<file path="src/rtl/ram_burst_master.sv">
// Burst command sequencer for a single-port RAM with a one-cycle registered q.
// Write words stream in on ready/valid; read words stream out valid-only.
module ram_burst_master #(
  parameter int data_width = 8,
  parameter int addr_width = 8
) (
  input  logic                  clock,
  input  logic                  reset,
  input  logic                  cmd_valid,
  output logic                  cmd_ready,
  input  logic                  cmd_write,
  input  logic [addr_width-1:0] cmd_addr,
  input  logic [addr_width-1:0] cmd_len,
  input  logic                  wr_valid,
  output logic                  wr_ready,
  input  logic [data_width-1:0] wr_data,
  output logic                  rd_valid,
  output logic [data_width-1:0] rd_data,
  output logic                  busy,
  output logic                  done,
  output logic [addr_width-1:0] ram_address,
  output logic [data_width-1:0] ram_data,
  output logic                  ram_wren,
  input  logic [data_width-1:0] ram_q
);

  typedef enum logic [1:0] {IDLE, WRITE, READ} state_t;

  state_t                state_q, state_d;
  logic [addr_width-1:0] cur_addr_q, cur_addr_d;
  logic [addr_width-1:0] remaining_q, remaining_d;
  logic                  rd_valid_q, rd_valid_d;
  logic                  done_q, done_d;

  always_ff @(posedge clock) begin
    if (reset) begin
      state_q     <= IDLE;
      cur_addr_q  <= '0;
      remaining_q <= '0;
      rd_valid_q  <= 1'b0;
      done_q      <= 1'b0;
    end else begin
      state_q     <= state_d;
      cur_addr_q  <= cur_addr_d;
      remaining_q <= remaining_d;
      rd_valid_q  <= rd_valid_d;
      done_q      <= done_d;
    end
  end

  always_comb begin
    state_d     = state_q;
    cur_addr_d  = cur_addr_q;
    remaining_d = remaining_q;
    rd_valid_d  = 1'b0;
    done_d      = 1'b0;
    cmd_ready   = 1'b0;
    wr_ready    = 1'b0;
    ram_wren    = 1'b0;
    case (state_q)
      IDLE: begin
        cmd_ready = 1'b1;
        if (cmd_valid) begin
          cur_addr_d  = cmd_addr;
          remaining_d = cmd_len;
          state_d     = cmd_write ? WRITE : READ;
        end
      end
      WRITE: begin
        wr_ready = 1'b1;
        // Reset is synchronous, so gate the strobe to block a write on the reset edge itself.
        ram_wren = wr_valid & ~reset;
        if (wr_valid) begin
          cur_addr_d  = cur_addr_q + addr_width'(1);
          remaining_d = remaining_q - addr_width'(1);
          if (remaining_q == '0) begin
            state_d = IDLE;
            done_d  = 1'b1;
          end
        end
      end
      READ: begin
        rd_valid_d = 1'b1;
        cur_addr_d = cur_addr_q + addr_width'(1);
        if (remaining_q == '0) begin
          state_d = IDLE;
          done_d  = 1'b1;
        end else begin
          remaining_d = remaining_q - addr_width'(1);
        end
      end
      default: state_d = IDLE;
    endcase
  end

  assign busy        = (state_q != IDLE);
  assign done        = done_q;
  assign rd_valid    = rd_valid_q;
  assign rd_data     = ram_q;
  assign ram_address = cur_addr_q;
  assign ram_data    = wr_data;

endmodule

</file>
<file path="config.mk">
export PLATFORM = sky130hd
export DESIGN_NAME = ram_burst_master
export DESIGN_NICKNAME = d
export VERILOG_FILES = /design/src/rtl/ram_burst_master.sv
export SDC_FILE = /design/constraint.sdc
export NUM_CORES = 1
export LEC_CHECK = 0
export BUFFER_PORTS_ARGS = -buffer_cell sky130_fd_sc_hd__buf_2
export CAP_MARGIN = 15
export CORE_UTILIZATION = 41
export DETAILED_ROUTE_END_ITERATION = 12
export HOLD_SLACK_MARGIN = 0.03
export PLACE_DENSITY = 0.84
export REMOVE_ABC_BUFFERS = 1
export SLEW_MARGIN = 20
export SYNTH_ARGS = -nofsm -noshare
export SYNTH_HDL_FRONTEND = slang
export SYNTH_SLANG_ARGS = --single-unit
</file>
<file path="constraint.sdc">
create_clock -name clock -period 2 [get_ports clock]
set_input_delay 0.4 -clock clock [delete_from_list [all_inputs] [get_ports clock]]
set_output_delay 0.4 -clock clock [all_outputs]
set_load 0.02 [all_outputs]
</file>
==> Yosys cells after proc, flatten, opt, wreduce, memory -nomap -nowiden <==
Index checks and enable logic that the tools add are counted.
{ "classes": {"add_sub_neg": 2, "eq_ne": 5, "n_mux": 19, "bitwise": 2, "n_reduce_logical": 7} }
{ "ops": {"columns": ["operator", "n"], "rows": [
  ["$pmux W8 S3", 2],
  ["$mux W8", 5],
  ["$add A8 B1 Y8 const B", 1],
  ["$logic_not A8 Y1", 1],
  ["$mux W2", 4],
  ["$sub A8 B1 Y8 const B", 1],
  ["$mux W1", 6],
  ["$ne A2 B2 Y1 const B", 3],
  ["$pmux W2 S3", 1],
  ["$reduce_and A4 Y1", 1],
  ["$reduce_and A3 Y1", 1],
  ["$reduce_bool A3 Y1", 1],
  ["$eq A2 B1 Y1 const B", 1],
  ["$eq A2 B2 Y1 const B", 1],
  ["$logic_not A2 Y1", 1],
  ["$pmux W1 S2", 1],
  ["$reduce_and A2 Y1", 1],
  ["$reduce_bool A2 Y1", 1],
  ["$and A1 B1 Y1", 1],
  ["$not A1 Y1", 1]
]} }
{ "totals": {"reg_bits": 20, "input_bits": 37, "out_inout_bits": 30, "wordCells": 40} }

==> Logic depth before layout (Yosys ltp) <==
{ "logic_depth": {"ltp_word": 4, "mapped_depth": 8, "mapped_depth_nobuf": 6} }

==> Worst setup path before layout <==
Ideal clock, no wire load.
{ "synth_timing": {"path_type": "flip-flop to flip-flop", "startpoint": "reg state_q[0]", "endpoint": "reg remaining_q[6]", "setup_ns": 0.134, "t_arrival_ns": 1.770, "t_required_ns": 1.866, "path_slack_ns": 0.097, "stages_incl_launch_ff": 8, "path_buffers": 1, "period_less_slack_ns": 1.903, "path_cell_list": "dfxtp_1 -> inv_1 -> ha_1 -> and2b_1 -> or3_4 -> buf_2 -> o31ai_1 -> a21oi_1"} }
{ "synth_via": {"elab_chain_len": 3, "elab_cells_between_ends": 9, "classes_between": "5 x eq/ne; 1 x mux; 3 x reduce/logical"} }
{ "synth_rtl": {"columns": ["element", "line", "rtl"], "rows": [
  ["from (decl)", "29", "state_t state_q, state_d;"],
  ["from (signal assigned)", "43", "state_q <= state_d;"],
  ["$eq A2 B2 Y1 (tied with other cells)", "60", "case (state_q)"],
  ["$ne A2 B2 Y1 (no source line) or $reduce_bool A3 Y1 (tied branches)", null, null],
  ["$reduce_and A4 Y1 (no source line)", null, null],
  ["to (signal assigned)", "45", "remaining_q <= remaining_d;"],
  ["to (decl)", "31", "logic [addr_width-1:0] remaining_q, remaining_d;"]
]} }
Several ways; a longest one is shown, not always the timed one.
A chain may end at the register's enable or synchronous reset.

==> Worst setup path after layout <==
{ "layout_timing": {"startpoint": "reg state_q[0]", "endpoint": "reg remaining_q[7]"} }
The elaborated chain is that of the path after synthesis.

==> flow_metrics.env <==
export IMPL_grt_usage_pct=20.2
export IMPL_drc=0
export IMPL_cp_max_fo=15
export IMPL_worstReg2RegEnd="remaining_q[7]$_SDFFE_PP0P_"
export IMPL_grt_pass1_vias=1206
export IMPL_fin_crit_sh_pct=97.1
export IMPL_grt_overflow=0
export IMPL_rows=20
export IMPL_async_flop_share_pct=0
export IMPL_syn_to_final_growth_pct=10.1
export IMPL_grt_use_met3_pct=10.2
export IMPL_detailed_place_area_mm2=0.00152
export IMPL_end_kind="flip-flop"
export IMPL_stdcell_area_mm2=0.00156
export IMPL_yosysWarnings=0
export IMPL_final_nets=235
export IMPL_critPathLaunchType="flip-flop"
export IMPL_drt_first_iter_violations=75
export IMPL_required_ns=2.20
export IMPL_ys_flop_type="dfxtp_1"
export IMPL_vdd_drop_max_mv=1.08
export IMPL_rrSetupSlack_ns=0.06
export IMPL_clock_skew_ns=0.00209
export IMPL_setup_viol=0
export IMPL_num_vias=1329
export IMPL_worstHoldStart="cmd_len[2]"
export IMPL_cts_made_buffers=3
export IMPL_met2_usage_pct=29.8
export IMPL_p_per_area_mw_per_mm2=1860
export IMPL_fin_tns_setup_ns=0
export IMPL_gp_congestion=0.802
export IMPL_antenna_found_initial=0
export IMPL_path_clk_slew_ns=0.12
export IMPL_core_area_mm2=0.00318
export IMPL_dp_cells=230
export IMPL_yosysSeqAreaShare_pct=28.2
export IMPL_cts_buffer_depth=2
export IMPL_leakagePower_nw=0.683
export IMPL_synthDistinctLibCells=49
export IMPL_initial_utilization_pct=44.6
export IMPL_max_cap_viol_count=0
export IMPL_slew_viol_final=0
export IMPL_hold_viol=0
export IMPL_wl_per_cell_um=15.2
export IMPL_port_buffers=34
export IMPL_drt_total_wl_mm=3.56
export IMPL_grt_pass1_wl_mm=5.51
export IMPL_dp_hpwl_mm=2.58
export IMPL_status="finished, final reports clean"
export IMPL_vias_per_cell=5.68
export IMPL_die_area_mm2=0.00370
export IMPL_grt_setup_unrepaired="no"
export IMPL_cp_arrival_ns=2.14
export IMPL_insertion_delay_ns=0.31
export IMPL_hold_path_depth=3
export IMPL_hold_slack_ns=0.403
export IMPL_clock_sinks=20
export IMPL_finalCriticalPeriod_ns=1.94
export IMPL_ys_seq_elements=20
export IMPL_clock_fmax_mhz=515
export IMPL_worstMarginPinSlew_ns=0.396
export IMPL_use_met1_pct=26.4
export IMPL_cts_tree="done"
export IMPL_drtPass1Iterations=4
export IMPL_worstSetupPathType="flip-flop to flip-flop"
export IMPL_synth_edf_count=0
export IMPL_busiest_layer="met2"
export IMPL_htreeDepth=1
export IMPL_grt_start_max_net_pins=21
export IMPL_drive_gt1_share_pct=31.1
export IMPL_ant_nets=0
export IMPL_ctsRootBufferMaster="clkbuf_4"
export IMPL_r2r_start="state_q[0]$_SDFFE_PP0P_"
export IMPL_synth_avg_cell_area_um2=8.29
export IMPL_hp_class="input port to flip-flop"
export IMPL_worstHoldEndpoint="remaining_q[2]$_SDFFE_PP0P_"
export IMPL_die_w_um=60.8
export IMPL_io_pins=67
export IMPL_num_antenna_cells=0
export IMPL_syn_cell_area_mm2=0.00142
export IMPL_slew_headroom_pct=73.4
export IMPL_r2r_cells=6
export IMPL_stdcell_count=234
export IMPL_die_h_um=60.8
export IMPL_ctsHoldBuffers=0
export IMPL_netlist_instances=171
how the worst max path moves through the flow:
stage          cells after the start                     from  slack [ns]                           to
2_1_floorplan                      6  state_q[0]$_SDFFE_PP0P_       -0.29  remaining_q[0]$_SDFFE_PP0P_
3_3_place_gp                       6  state_q[0]$_SDFFE_PP0P_        0.18  remaining_q[7]$_SDFFE_PP0P_
3_5_place_dp                       6  state_q[0]$_SDFFE_PP0P_        0.09  remaining_q[5]$_SDFFE_PP0P_
4_1_cts                            6  state_q[0]$_SDFFE_PP0P_        0.06  remaining_q[5]$_SDFFE_PP0P_
5_1_grt                            6  state_q[1]$_SDFFE_PP0P_       0.003  remaining_q[7]$_SDFFE_PP0P_
6_report                           6  state_q[0]$_SDFFE_PP0P_        0.06  remaining_q[7]$_SDFFE_PP0P_
power breakdown:
group	switching [mW]	internal (mW)	total (mW)
Clock	0.135	0.111	0.247
Sequential	0.177	0.561	0.739
Combinational	1.12	0.795	1.91
Total	1.43	1.47	2.90
routing by layer:
metal | part of all wire (%) | vias up
met2 | 43 | 58
li1 | - | 647
met5 | 0 | -
met3 | 8.6 | 2
met1 | 48 | 622
met4 | 0.48 | 0
synthesized netlist by cell type, types with 2 or more instances:
library cell / count / area share [%]
a211oi_1: 2 / 1.1
a21oi_1: 13 / 4.6
and3_1: 2 / 0.88
and3_2: 2 / 1.1
buf_1: 2 / 0.53
buf_2: 3 / 1.1
buf_4: 18 / 9.5
clkbuf_1: 2 / 0.53
dfxtp_1: 20 / 28
ha_1: 7 / 6.2
inv_1: 9 / 2.4
nand2_1: 9 / 2.4
nand3_1: 5 / 1.8
nor2_1: 8 / 2.1
nor2b_1: 6 / 2.6
nor3_1: 6 / 2.1
nor4_1: 3 / 1.3
o21a_1: 2 / 1.1
o21ai_0: 11 / 3.9
o2bb2ai_1: 2 / 1.2
o311ai_0: 3 / 1.9
o31ai_1: 7 / 3.7
o32ai_1: 2 / 1.2
or4_1: 2 / 1.1
cells by family after synthesis:
family	Yosys count	synth area share [%]
mux	2	1.50
fa+ha+maj	7	6.18
compound gates	52	25.8
simple gates	55	23.5
buf+inv	35	14.8
flops	20	28.2
metrics by stage:
| step | utilization, % | setup WS (ns) | power, mW |
|---|---|---|---|
| 2_1_floorplan | - | -0.289 | 2.03 |
| 3_3_place_gp | 47.8 | 0.176 | 2.59 |
| 3_5_place_dp | 47.8 | 0.0864 | 2.63 |
| 4_1_cts | 48.9 | 0.0627 | 2.89 |
| 5_1_grt | 49.1 | 0.00282 | 3.13 |
| 6_report | 49.1 | 0.0579 | 2.90 |
cells in the final DEF (no fill, tap or decap), types with 2 or more instances in the layout:
cell,n
buf_2,34
dfxtp_1,20
a21oi_1,13
o21ai_0,11
inv_1,9
nand2_1,9
nor2_1,8
o31ai_1,7
ha_1,7
buf_4,7
nor2b_1,6
nand3_1,5
nor3_1,5
nor4_1,3
clkbuf_4,3
and3_1,2
o32ai_1,2
or4_1,2
o21a_1,2
o2bb2ai_1,2
a211oi_1,2
and3_2,2
o311ai_1,2
state kept, by name, indices dropped and copies added (netlist names):
name,flops
remaining_q,8
done,1
rd_valid,1
ram_address,8
state_q,2
worst max-delay path: stages, from the launching register on:
cell	delay [ns]
dfxtp_1	0.38
inv_1	0.08
ha_1	0.22
and2b_1	0.19
or3_4	0.46
o311ai_0	0.35
o31ai_1	0.13
final cells by class:
cell class,count,area (µm²)
flip-flops and latches,20,400
clock buffers,4,36.3
inverters,9,33.8
fillers,327,1620
well taps,44,55.1
repair buffers,41,223
multi-input cells,116,812
what timing repair did:
item,4_1_cts,5_1_grt
buffers inserted,0,0
resized for setup,0,3
endpoints found under the hold margin,0,0
setup endpoints to repair,0,4
Power figures use the tool's default switching activity.
